==> config.mk <==
export PLATFORM = sky130hd
export DESIGN_NAME = midi_rx_parser_flat
export DESIGN_NICKNAME = d
export VERILOG_FILES = /design/src/rtl/midi_pkg.sv /design/src/rtl/midi_rx_parser_if.sv /design/src/rtl/midi_rx_parser_uart_rx_byte.sv /design/src/rtl/midi_rx_parser.sv /design/src/flat_wrapper.sv
export SDC_FILE = /design/constraint.sdc
export NUM_CORES = 1
export LEC_CHECK = 0
export CORE_ASPECT_RATIO = 0.8
export CORE_MARGIN = 2
export CORE_UTILIZATION = 58
export CTS_CLUSTER_DIAMETER = 30
export CTS_CLUSTER_SIZE = 25
export DETAILED_ROUTE_END_ITERATION = 8
export PLACE_DENSITY = 0.79
export SYNTH_ARGS = -nofsm -noshare
export SYNTH_HDL_FRONTEND = slang
export SYNTH_SLANG_ARGS = --single-unit
==> constraint.sdc <==
create_clock -name clk -period 3.4 [get_ports clk]
set_clock_uncertainty 0.2 [all_clocks]
set_input_delay 0.34 -clock clk [delete_from_list [all_inputs] [get_ports clk]]
set_output_delay 0.34 -clock clk [all_outputs]
set_load 0.005 [all_outputs]
==> src/rtl/midi_pkg.sv <==
// Shared MIDI constants, message record and status-byte helpers for the receive path.
package midi_pkg;

  localparam logic [7:0] NOTE_OFF = 8'h80;
  localparam logic [7:0] NOTE_ON  = 8'h90;
  localparam logic [7:0] CC_MSG   = 8'hB0;
  localparam logic [7:0] PC_MSG   = 8'hC0;
  localparam logic [7:0] SYSEX    = 8'hF0;
  localparam logic [7:0] EOX      = 8'hF7;
  localparam logic [7:0] RT_MIN   = 8'hF8;
  localparam logic [7:0] TUNE_REQ = 8'hF6;

  typedef struct packed {
    logic [7:0] status;
    logic [7:0] data1;
    logic [7:0] data2;
    logic [1:0] bytes_cnt;
  } midi_msg_t;

  // Number of data bytes that follow a status; 0 means the status never carries data.
  function automatic logic [1:0] midi_data_len(input logic [7:0] status);
    logic [1:0] len;
    case (status[7:4])
      4'h8, 4'h9, 4'hA, 4'hB, 4'hE: len = 2'd2;
      4'hC, 4'hD:                   len = 2'd1;
      4'hF: begin
        case (status[3:0])
          4'h1, 4'h3: len = 2'd1;
          4'h2:       len = 2'd2;
          default:    len = 2'd0;
        endcase
      end
      default: len = 2'd0;
    endcase
    return len;
  endfunction

endpackage

==> src/rtl/midi_rx_parser_if.sv <==
// Parsed-message bus from the MIDI receiver to the assignment/save logic.
interface midi_rx_parser_if;
  logic [7:0] status_o;
  logic [7:0] data1_o;
  logic [7:0] data2_o;
  logic [1:0] bytes_cnt_o;
  logic       msg_valid_o;
  logic       frame_err_o;

  modport master (
    output status_o, data1_o, data2_o, bytes_cnt_o, msg_valid_o, frame_err_o
  );

  modport slave (
    input status_o, data1_o, data2_o, bytes_cnt_o, msg_valid_o, frame_err_o
  );
endinterface

==> src/rtl/midi_rx_parser_uart_rx_byte.sv <==
// 8N1 oversampling byte receiver with input synchroniser and break handling.
module uart_rx_byte #(
  parameter int BAUD_CNT    = 3200,
  parameter int SYNC_STAGES = 2
) (
  input  logic       clk,
  input  logic       rst,
  input  logic       rx,
  output logic [7:0] byte_o,
  output logic       byte_valid_o,
  output logic       frame_err_o
);

  localparam logic [2:0] IDLE  = 3'd0;
  localparam logic [2:0] START = 3'd1;
  localparam logic [2:0] DATA  = 3'd2;
  localparam logic [2:0] STOP  = 3'd3;
  localparam logic [2:0] BREAK = 3'd4;

  localparam logic [12:0] BIT_LAST  = 13'(BAUD_CNT - 1);
  localparam logic [12:0] HALF_LAST = 13'(BAUD_CNT / 2 - 1);

  logic [SYNC_STAGES-1:0] sync_r;
  logic                   rx_s;
  logic                   rx_prev_r;
  logic [2:0]             state_r;
  logic [12:0]            bitcnt_r;
  logic [2:0]             bitidx_r;
  logic [7:0]             shift_r;
  logic [7:0]             byte_r;
  logic                   byte_valid_r;
  logic                   frame_err_r;

  assign rx_s = sync_r[SYNC_STAGES-1];

  // Metastability synchroniser plus one-cycle history for start-edge detection.
  always_ff @(posedge clk or negedge rst) begin
    if (!rst) begin
      sync_r    <= '1;
      rx_prev_r <= 1'b1;
    end else begin
      sync_r    <= {sync_r[SYNC_STAGES-2:0], rx};
      rx_prev_r <= rx_s;
    end
  end

  // Byte framing FSM: start qualification at mid-bit, then one sample per bit period.
  always_ff @(posedge clk or negedge rst) begin
    if (!rst) begin
      state_r      <= IDLE;
      bitcnt_r     <= 13'd0;
      bitidx_r     <= 3'd0;
      shift_r      <= 8'h00;
      byte_r       <= 8'h00;
      byte_valid_r <= 1'b0;
      frame_err_r  <= 1'b0;
    end else begin
      byte_valid_r <= 1'b0;
      frame_err_r  <= 1'b0;
      case (state_r)
        IDLE: begin
          if (rx_prev_r && !rx_s) begin
            bitcnt_r <= 13'd0;
            state_r  <= START;
          end
        end
        START: begin
          if (bitcnt_r == HALF_LAST) begin
            bitcnt_r <= 13'd0;
            bitidx_r <= 3'd0;
            state_r  <= rx_s ? IDLE : DATA;
          end else begin
            bitcnt_r <= bitcnt_r + 13'd1;
          end
        end
        DATA: begin
          if (bitcnt_r == BIT_LAST) begin
            bitcnt_r <= 13'd0;
            shift_r  <= {rx_s, shift_r[7:1]};
            bitidx_r <= bitidx_r + 3'd1;
            if (bitidx_r == 3'd7) begin
              state_r <= STOP;
            end
          end else begin
            bitcnt_r <= bitcnt_r + 13'd1;
          end
        end
        STOP: begin
          if (bitcnt_r == BIT_LAST) begin
            bitcnt_r <= 13'd0;
            if (rx_s) begin
              byte_r       <= shift_r;
              byte_valid_r <= 1'b1;
              state_r      <= IDLE;
            end else begin
              frame_err_r <= 1'b1;
              state_r     <= BREAK;
            end
          end else begin
            bitcnt_r <= bitcnt_r + 13'd1;
          end
        end
        BREAK: begin
          if (rx_s) begin
            state_r <= IDLE;
          end
        end
        default: state_r <= IDLE;
      endcase
    end
  end

  assign byte_o       = byte_r;
  assign byte_valid_o = byte_valid_r;
  assign frame_err_o  = frame_err_r;

endmodule

==> src/rtl/midi_rx_parser.sv <==
// MIDI receive path: byte receiver plus message parser with running status and real-time pass-through.
module midi_rx_parser
  import midi_pkg::*;
#(
  parameter int BAUD_CNT    = 3200,
  parameter int SYNC_STAGES = 2
) (
  input  logic                    clk,
  input  logic                    rst,
  input  logic                    midi_rx,
  midi_rx_parser_if.master        msg
);

  logic [7:0] rx_byte_s;
  logic       byte_valid_s;
  logic       frame_err_s;

  uart_rx_byte #(
    .BAUD_CNT   (BAUD_CNT),
    .SYNC_STAGES(SYNC_STAGES)
  ) u_rx (
    .clk         (clk),
    .rst         (rst),
    .rx          (midi_rx),
    .byte_o      (rx_byte_s),
    .byte_valid_o(byte_valid_s),
    .frame_err_o (frame_err_s)
  );

  midi_msg_t  msg_r;
  logic       msg_valid_r;
  logic [7:0] run_status_r;
  logic [7:0] data1_r;
  logic       idx_r;
  logic       sysex_r;
  logic [1:0] len_s;

  // run_status_r only ever holds statuses that take data, so len_s==0 means "no status held".
  assign len_s = midi_data_len(run_status_r);

  // Message assembly; outputs register on the byte_valid cycle so msg_valid lands one clock later.
  always_ff @(posedge clk or negedge rst) begin
    if (!rst) begin
      msg_r        <= '0;
      msg_valid_r  <= 1'b0;
      run_status_r <= 8'h00;
      data1_r      <= 8'h00;
      idx_r        <= 1'b0;
      sysex_r      <= 1'b0;
    end else begin
      msg_valid_r <= 1'b0;
      if (byte_valid_s) begin
        if (rx_byte_s >= RT_MIN) begin
          msg_r       <= '{rx_byte_s, 8'h00, 8'h00, 2'd1};
          msg_valid_r <= 1'b1;
        end else if (rx_byte_s[7]) begin
          idx_r        <= 1'b0;
          sysex_r      <= (rx_byte_s == SYSEX);
          run_status_r <= (midi_data_len(rx_byte_s) != 2'd0) ? rx_byte_s : 8'h00;
          if (rx_byte_s == TUNE_REQ) begin
            msg_r       <= '{rx_byte_s, 8'h00, 8'h00, 2'd1};
            msg_valid_r <= 1'b1;
          end
        end else if (!sysex_r && (len_s != 2'd0)) begin
          if (!idx_r && (len_s == 2'd2)) begin
            data1_r <= rx_byte_s;
            idx_r   <= 1'b1;
          end else begin
            msg_r.status    <= run_status_r;
            msg_r.data1     <= (len_s == 2'd1) ? rx_byte_s : data1_r;
            msg_r.data2     <= (len_s == 2'd1) ? 8'h00 : rx_byte_s;
            msg_r.bytes_cnt <= len_s + 2'd1;
            msg_valid_r     <= 1'b1;
            idx_r           <= 1'b0;
            // System common messages do not establish running status.
            if (run_status_r[7:4] == 4'hF) begin
              run_status_r <= 8'h00;
            end
          end
        end
      end
    end
  end

  assign msg.status_o    = msg_r.status;
  assign msg.data1_o     = msg_r.data1;
  assign msg.data2_o     = msg_r.data2;
  assign msg.bytes_cnt_o = msg_r.bytes_cnt;
  assign msg.msg_valid_o = msg_valid_r;
  assign msg.frame_err_o = frame_err_s;

endmodule

==> src/flat_wrapper.sv <==
// flat-port wrapper written by rule: the top's interface ports become plain ports
module midi_rx_parser_flat import midi_pkg::*;
#(
  parameter int BAUD_CNT    = 3200,
  parameter int SYNC_STAGES = 2
)
  (clk, rst, midi_rx, msg_status_o, msg_data1_o, msg_data2_o, msg_bytes_cnt_o, msg_msg_valid_o, msg_frame_err_o);
  midi_rx_parser_if msg_i ();
  input  logic clk;
  input  logic rst;
  input  logic midi_rx;
  output wire logic [$bits(msg_i.status_o)-1:0] msg_status_o;
  output wire logic [$bits(msg_i.data1_o)-1:0] msg_data1_o;
  output wire logic [$bits(msg_i.data2_o)-1:0] msg_data2_o;
  output wire logic [$bits(msg_i.bytes_cnt_o)-1:0] msg_bytes_cnt_o;
  output wire logic [$bits(msg_i.msg_valid_o)-1:0] msg_msg_valid_o;
  output wire logic [$bits(msg_i.frame_err_o)-1:0] msg_frame_err_o;
  assign msg_status_o = msg_i.status_o;
  assign msg_data1_o = msg_i.data1_o;
  assign msg_data2_o = msg_i.data2_o;
  assign msg_bytes_cnt_o = msg_i.bytes_cnt_o;
  assign msg_msg_valid_o = msg_i.msg_valid_o;
  assign msg_frame_err_o = msg_i.frame_err_o;
  midi_rx_parser #(.BAUD_CNT(BAUD_CNT), .SYNC_STAGES(SYNC_STAGES)) u_core (.clk(clk), .rst(rst), .midi_rx(midi_rx), .msg(msg_i));
endmodule
# Yosys cells after proc, flatten, opt, wreduce, memory -nomap -nowiden
# Index checks and enable logic that the tools add are counted.
dict set report op_classes {
  add_sub_neg 3
  multipliers 0
  div_mod_pow 0
  n_lt_le_gt_ge 1
  eq_ne 42
  shift 0
  n_mux 50
  bitwise 2
  n_reduce_logical 31
}
# cell n
set ops {}
lappend ops {{two-way mux 26 bit} 5}
lappend ops {{== test 4 bit, second input constant} 16}
lappend ops {{two-way mux 8 bit} 5}
lappend ops {{two-way mux 13 bit} 3}
lappend ops {{case mux 13 bit (3 select lines)} 1}
lappend ops {{two-way mux 3 bit} 9}
lappend ops {{== test 4 x 2 -> 1 bit, second input constant} 4}
lappend ops {{== test 8 bit, second input constant} 2}
lappend ops {{two-way mux 1 bit} 15}
lappend ops {{case mux 3 bit (5 select lines)} 1}
lappend ops {{two-way mux 7 bit} 2}
lappend ops {{!= test 2 bit, second input constant} 7}
lappend ops {{adder 13 x 1 -> 13 bit, second input constant} 1}
lappend ops {{== test 13 x 11 -> 1 bit, second input constant} 1}
lappend ops {{== test 13 x 12 -> 1 bit, second input constant} 1}
lappend ops {{case mux 2 bit (3 select lines)} 2}
lappend ops {{AND reduction 3 bit} 4}
lappend ops {{AND reduction 5 bit} 2}
lappend ops {{nonzero test 2 bit} 5}
lappend ops {{OR reduction 2 bit} 5}
lappend ops {{OR reduction 5 bit} 2}
lappend ops {{== test 4 x 1 -> 1 bit, second input constant} 2}
lappend ops {{>= comparator 8 bit, second input constant} 1}
lappend ops {{two-way mux 2 bit} 4}
lappend ops {{19 further kinds} 29}
dict set report word_totals {
  regBits 84
  latch_bits 0
  mem_bits_rw 0
  romBits 0
  inputBits 3
  output_inout_bits 28
  elab_cells 147
  mem_count 0
}

# Logic depth before layout (Yosys ltp)
dict set report depth {
  depth_word 11
  ltp_mapped 10
  ltp_nobuf 9
}

# By module
# From an unflattened synthesis, not the netlist that was laid out.
dict set report unflattened {
  cells_unflattened 353
  area_unflattened_um2 3872.5
}
# mod instances cells_each area_per_inst_um2
set by_module_without_submodules {}
lappend by_module_without_submodules {midi_rx_parser 1 175 2025.7}
lappend by_module_without_submodules {uart_rx_byte 1 178 1846.8}

# Worst setup path before layout
# No wires, ideal clock.
dict set report synth_path {
  path_type {reg2reg}
  from {register u_core.run_status_r[3]}
  to {register u_core.msg_r (netlist bit u_core.msg.data1_o[0])}
  arrival_time_ns 2.188
  required_ns 3.075
  slack_ns 0.888
  stages_incl_launch_ff 11
  n_path_buf 1
  path_cell_list {dfrtp_1 nor4b_1 o21ai_0 nand2_1 nand2_1 ha_1 nor3_1 nand2b_1 a21boi_2 buf_4 mux2_2}
}
dict set report synth_between {
  elab_chain_len 10
  word_cells_on_any_way 19
  cone_classes {6 x eq/ne; 7 x mux; 6 x reduce/logical}
}
# item line_no
set synth_rtl {}
lappend synth_rtl {{from (decl)} midi_rx_parser.sv:32} ;# logic [7:0] run_status_r;
lappend synth_rtl {{from (signal assigned)} midi_rx_parser.sv:59} ;# run_status_r <= (midi_data_len(rx_byte_s) != 2'd0) ? rx_byte_s : 8'h00;
lappend synth_rtl {{== test 4 x 1 -> 1 bit or == test 4 x 2 -> 1 bit (tied branches)} midi_pkg.sv:27} ;# case (status[3:0])
lappend synth_rtl {{OR reduction 2 bit} midi_pkg.sv:27}
lappend synth_rtl {{case mux 2 bit (2 select lines) (*)} midi_pkg.sv:27}
lappend synth_rtl {{case mux 2 bit (3 select lines) (*)} midi_pkg.sv:23} ;# case (status[7:4])
lappend synth_rtl {{== test 2 x 1 -> 1 bit} midi_rx_parser.sv:70} ;# msg_r.data1 <= (len_s == 2'd1) ? rx_byte_s : data1_r;
lappend synth_rtl {{two-way mux 7 bit} midi_rx_parser.sv:70}
lappend synth_rtl {{two-way mux 26 bit} midi_rx_parser.sv:65} ;# if (!idx_r && (len_s == 2'd2)) begin
lappend synth_rtl {{two-way mux 26 bit} midi_rx_parser.sv:64} ;# end else if (!sysex_r && (len_s != 2'd0)) begin
lappend synth_rtl {{two-way mux 26 bit} midi_rx_parser.sv:56} ;# end else if (rx_byte_s[7]) begin
lappend synth_rtl {{two-way mux 26 bit} midi_rx_parser.sv:53} ;# if (rx_byte_s >= RT_MIN) begin
lappend synth_rtl {{to (signal assigned)} midi_rx_parser.sv:54} ;# msg_r <= '{rx_byte_s, 8'h00, 8'h00, 2'd1};
lappend synth_rtl {{to (signal assigned)} midi_rx_parser.sv:61} ;# msg_r <= '{rx_byte_s, 8'h00, 8'h00, 2'd1};
lappend synth_rtl {{to (decl)} midi_rx_parser.sv:30} ;# midi_msg_t msg_r;
# Every way passes the cells marked *; elsewhere a longest branch is shown, timed or not. The select of a mux whose other input is x is not followed.
# A chain may end at the register's enable or synchronous reset.

# Final worst setup path
dict set report layout_path {
  from {register u_core.run_status_r[3]}
  to {register u_core.msg_r (netlist bit u_core.msg.status_o[1])}
}
dict set report layout_between {
  elab_chain_len 8
  word_cells_on_any_way 13
  cone_classes {5 x eq/ne; 2 x mux; 6 x reduce/logical}
}
# item line_no
set layout_rtl {}
lappend layout_rtl {{== test 4 x 1 -> 1 bit or == test 4 x 2 -> 1 bit (tied branches)} midi_pkg.sv:27}
lappend layout_rtl {{OR reduction 2 bit} midi_pkg.sv:27}
lappend layout_rtl {{case mux 2 bit (2 select lines) (*)} midi_pkg.sv:27}
lappend layout_rtl {{case mux 2 bit (3 select lines) (*)} midi_pkg.sv:23}
lappend layout_rtl {{== test 2 bit or nonzero test 2 bit (tied branches)} {midi_rx_parser.sv:65, midi_rx_parser.sv:64}}
lappend layout_rtl {{logical AND 1 bit (on tied branches)} {midi_rx_parser.sv:65, midi_rx_parser.sv:64}}
lappend layout_rtl {{!= test 3 x 2 -> 1 bit (no source line) or nonzero test 3 bit (tied branches)} -}
lappend layout_rtl {{AND reduction 4 bit (no source line) (*)} -}
# Every way passes the cells marked *; elsewhere a longest branch is shown, timed or not.

==> key figures <==
Clocking
  • CTS Buffer Depth: 2
  • CTS tree: done
  • CTS root buf: sky130_fd_sc_hd__clkbuf_8
  • Number of buffers added by the clock tree synthesis step: 9
  • Count of hold buffers inserted by post-cts repair: 1
  • H-tree depth: 3
  • Worst-Skew Late Latency: 0.35 ns
  • Setup Buffers After CTS: 0
  • Sink count of the clock tree: 82
  • Clock-pin slew on the worst setup and hold paths: 0.08 ns
  • Gates resized, CTS repair: 0

Setup path
  • FF-to-FF Start: u_core.run_status_r[3]
  • Startpoint-to-endpoint class of the critical path: reg2reg
  • Startpoint kind of the worst setup timing path: register
  • Required time at the worst-slack endpoint: 3.43 ns
  • Beginning of the critical path: u_core.run_status_r[3]
  • Largest driver fanout on the critical path: 15
  • Capturing element type of the critical path: register
  • Arrival time at the worst endpoint: 2.76 ns

STA
  • Max-slew violation total from the final report: 0
  • Setup violators final: 0
  • Achievable Freq: 367 MHz
  • Setup ws final: 0.672 ns
  • Actual transition at the worst max-transition pin: 1.01 ns
  • RSZ-0062 raised after global routing: false
  • Hold Slack: 0.159 ns
  • Final hold violations: 0
  • Tightest slew margin relative to the limit: 0.324
  • Minimum period implied by the final worst setup slack: 2.73 ns
  • Final Cycle Share: 0.802
  • Total negative slack for setup checks: 0 ns

Placement
  • HPWL after detailed placement: 5.20 mm
  • RePlAce Congestion: 0.860
  • Total cell area at the placement stage: 0.00427 mm²
  • Buffers added on ports: 28
  • Worst setup slack before clock tree synthesis: 0.775 ns

Drt
  • Number of vias after detailed routing: 2768
  • DRT antenna net count: 0
  • DRC errors left: 0
  • Drt pass-1 iters: 5
  • Ratio of routed vias to standard cells: 5.86
  • WL/cell: 16.6 µm
  • Number of DRC markers after the initial detailed-route iteration: 187
  • Total Routed Length: 7.85 mm

Pwr
  • Net switching power: 607 µW
  • Clock network power share: 0.318
  • Cell area power density: 450 mW/mm²
  • Switching portion of total power: 0.302
  • Part of the power in combinational logic: 0.150
  • Cell-internal power: 1400 µW
  • Leakage power figure: 0.00203 µW
  • Max IR drop VDD: 0.000309 V
  • Part of the power in registers: 0.532

Min path
  • Startpoint of the tightest hold check path: u_core.u_rx.sync_r[0]
  • Hold Crit Class: reg2reg

Cells and area
  • Register area: 0.00206 mm²
  • Antenna cells: 0
  • Fillcell total: 513
  • Share of layout cells above drive strength 1: 0.186
  • Area growth from synthesis to layout: 12.8%
  • Combined area of the multi-input logic cells: 0.00172 mm²
  • Non-Filler Cell Area, Final: 0.00446 mm²
  • Nets: 392

Synth
  • Top_reg_cell synth: sky130_fd_sc_hd__dfrtp_1
  • Asr flop ratio synth: 1.00
  • Number of synthesized flops with an enable pin: 0
  • Total of flip-flops plus latches after synthesis: 82
  • Post-synthesis instance area: 0.00396 mm²
  • Synthesized netlist cell count: 357
  • Sequential cell area fraction in the yosys report: 0.520
  • Count of distinct cell types in the synthesized netlist: 55
  • Average instance area after synthesis: 11.1 µm²
  • Synthesis warning total: 0

Global route
  • Maximum number of pins on one net before global-route repair: 83
  • All-Layer GR Usage: 0.232
  • Antenna violations before repair: 0
  • Final global-route overflow total: 0
  • Wire length of the first global-routing pass: 13.5 mm
  • Vias in the first global route: 2763

Run status
  • Outcome: completed

Floorplan
  • Starting density of the core: 0.608
  • Die outline width: 96.3 µm
  • Overall die area: 0.00750 mm²
  • Placeable Area: 0.00651 mm²
  • Top-level port count: 31
  • Number of placement rows: 26
  • Die H: 77.9 µm

Run
  • MaxCap Viol Count: 0
metal layers:
layer,up-vias,track usage,routed length [µm]
li1,1317,-,-
met1,1367,0.338,3640
met2,80,0.347,3680
met3,4,0.0641,478
met4,0,0.0577,45
met5,-,0,0
flip-flops by register name (all words and copies together) (netlist names), 2 cells and up:
name / count
u_core.msg.data1_o: 7
u_core.data1_r: 7
u_core.u_rx.bitidx_r: 3
u_core.msg.bytes_cnt_o: 2
u_core.u_rx.shift_r: 8
u_core.u_rx.state_r: 3
u_core.u_rx.bitcnt_r: 13
u_core.msg.status_o: 8
u_core.u_rx.byte_o: 8
u_core.run_status_r: 8
u_core.u_rx.sync_r: 2
u_core.msg.data2_o: 7
metrics by stage:
stage	std cells	total power (µW)	util
after global routing	472	2120	0.686
after floorplan	358	1300	-
after detailed placement	455	1380	0.657
final	472	2010	0.686
after CTS	472	2020	0.686
after global placement	455	1370	0.657
cell families (layout without fill, tap and decap cells):
| kind of cell | count (synthesis) | count (layout) | share of synthesized area |
|---|---|---|---|
| AOI/OAI and AO/OA | 62 | 62 | 0.108 |
| and+or+nand+nor | 104 | 104 | 0.139 |
| muxes | 59 | 59 | 0.163 |
| buffers and inverters | 42 | 72 | 0.0478 |
| adders and majority gates | 6 | 6 | 0.0190 |
| other | 1 | 2 | 0.000948 |
| xor gates and xnor gates | 1 | 1 | 0.00221 |
| DFF | 82 | 82 | 0.520 |
cell type report:
class | count | area share
Clock buffer | 11 | 0.0317
Clock inverter | 5 | 0.00869
Inverter | 22 | 0.0185
Multi-Input combinational cell | 234 | 0.384
Sequential cell | 82 | 0.460
Tap cell | 84 | 0.0235
Timing Repair Buffer | 34 | 0.0729
final timing paths:
| path | depth (start not counted) | slack [ns] | to |
|---|---|---|---|
| worst max-delay path | 10 | 0.67 | u_core.msg.status_o[1] |
| worst min-delay path | 0 | 0.16 | u_core.u_rx.sync_r[1] |
| worst max register to register | 10 | 0.67 | u_core.msg.status_o[1] |
| worst min register to register | 0 | 0.16 | u_core.u_rx.sync_r[1] |
| max in group asynchronous | 2 | 1.84 | u_core.u_rx.bitcnt_r[7] |
| min in group asynchronous | 2 | 0.48 | u_core.u_rx.bitcnt_r[2] |
worst max-delay path, stage by stage (launching register included):
cell	delay, ns
sky130_fd_sc_hd__dfrtp_1	0.42
sky130_fd_sc_hd__nor4b_1	0.31
sky130_fd_sc_hd__o21ai_0	0.11
sky130_fd_sc_hd__nand2_1	0.10
sky130_fd_sc_hd__nand2_1	0.09
sky130_fd_sc_hd__ha_1	0.21
sky130_fd_sc_hd__nor3_1	0.25
sky130_fd_sc_hd__nand2b_1	0.12
sky130_fd_sc_hd__a21boi_2	0.18
sky130_fd_sc_hd__buf_4	0.25
sky130_fd_sc_hd__mux2_2	0.36
synth_stat cells (3+ instances only):
cell type,count,area (µm²)
sky130_fd_sc_hd__clkbuf_1,7,26.3
sky130_fd_sc_hd__mux2i_1,16,160
sky130_fd_sc_hd__buf_4,6,45.0
sky130_fd_sc_hd__nor2_1,28,105
sky130_fd_sc_hd__mux2_2,43,484
sky130_fd_sc_hd__a21o_1,5,37.5
sky130_fd_sc_hd__nor3_1,4,20.0
sky130_fd_sc_hd__o21bai_1,3,22.5
sky130_fd_sc_hd__and4_1,3,26.3
sky130_fd_sc_hd__nand2_1,32,120
sky130_fd_sc_hd__a31oi_1,4,25.0
sky130_fd_sc_hd__nand4_1,3,18.8
sky130_fd_sc_hd__dfstp_2,3,78.8
sky130_fd_sc_hd__a22oi_1,4,30.0
sky130_fd_sc_hd__dfrtp_1,79,1980
sky130_fd_sc_hd__ha_1,6,75.1
sky130_fd_sc_hd__o21ai_0,14,70.1
sky130_fd_sc_hd__o22ai_1,4,25.0
sky130_fd_sc_hd__or3_1,3,18.8
sky130_fd_sc_hd__inv_1,22,82.6
sky130_fd_sc_hd__nand3_1,7,35.0
sky130_fd_sc_hd__buf_2,7,35.0
sky130_fd_sc_hd__a22o_1,7,61.3
sky130_fd_sc_hd__o211ai_1,3,22.5
sky130_fd_sc_hd__a21oi_1,5,25.0
power by group through the flow:
| stage | registers (µW) | logic [µW] | clock network [µW] |
|---|---|---|---|
| 5_1_grt | 1080 | 345 | 698 |
| 6_report | 1070 | 301 | 639 |
| 4_1_cts | 1070 | 299 | 653 |
| 3_5_place_dp | 1090 | 296 | 0 |
| 3_3_place_gp | 1080 | 290 | 0 |
| 2_1_floorplan | 1070 | 233 | 0 |
layout by cell type (no fill, tap or decap), types with 5 or more instances in the layout:
cell	synthesis	final
sky130_fd_sc_hd__mux2_2	43	43
sky130_fd_sc_hd__buf_4	6	6
sky130_fd_sc_hd__dfrtp_1	79	79
sky130_fd_sc_hd__clkbuf_8	0	10
sky130_fd_sc_hd__inv_1	22	22
sky130_fd_sc_hd__nor2_1	28	28
sky130_fd_sc_hd__o21ai_0	14	14
sky130_fd_sc_hd__nand2_1	32	32
sky130_fd_sc_hd__mux2i_1	16	16
sky130_fd_sc_hd__clkdlybuf4s50_1	0	27
sky130_fd_sc_hd__a21oi_1	5	5
sky130_fd_sc_hd__ha_1	6	6
sky130_fd_sc_hd__a22o_1	7	7
sky130_fd_sc_hd__a21o_1	5	5
sky130_fd_sc_hd__nand3_1	7	7
(Power assumes the default switching activity.)
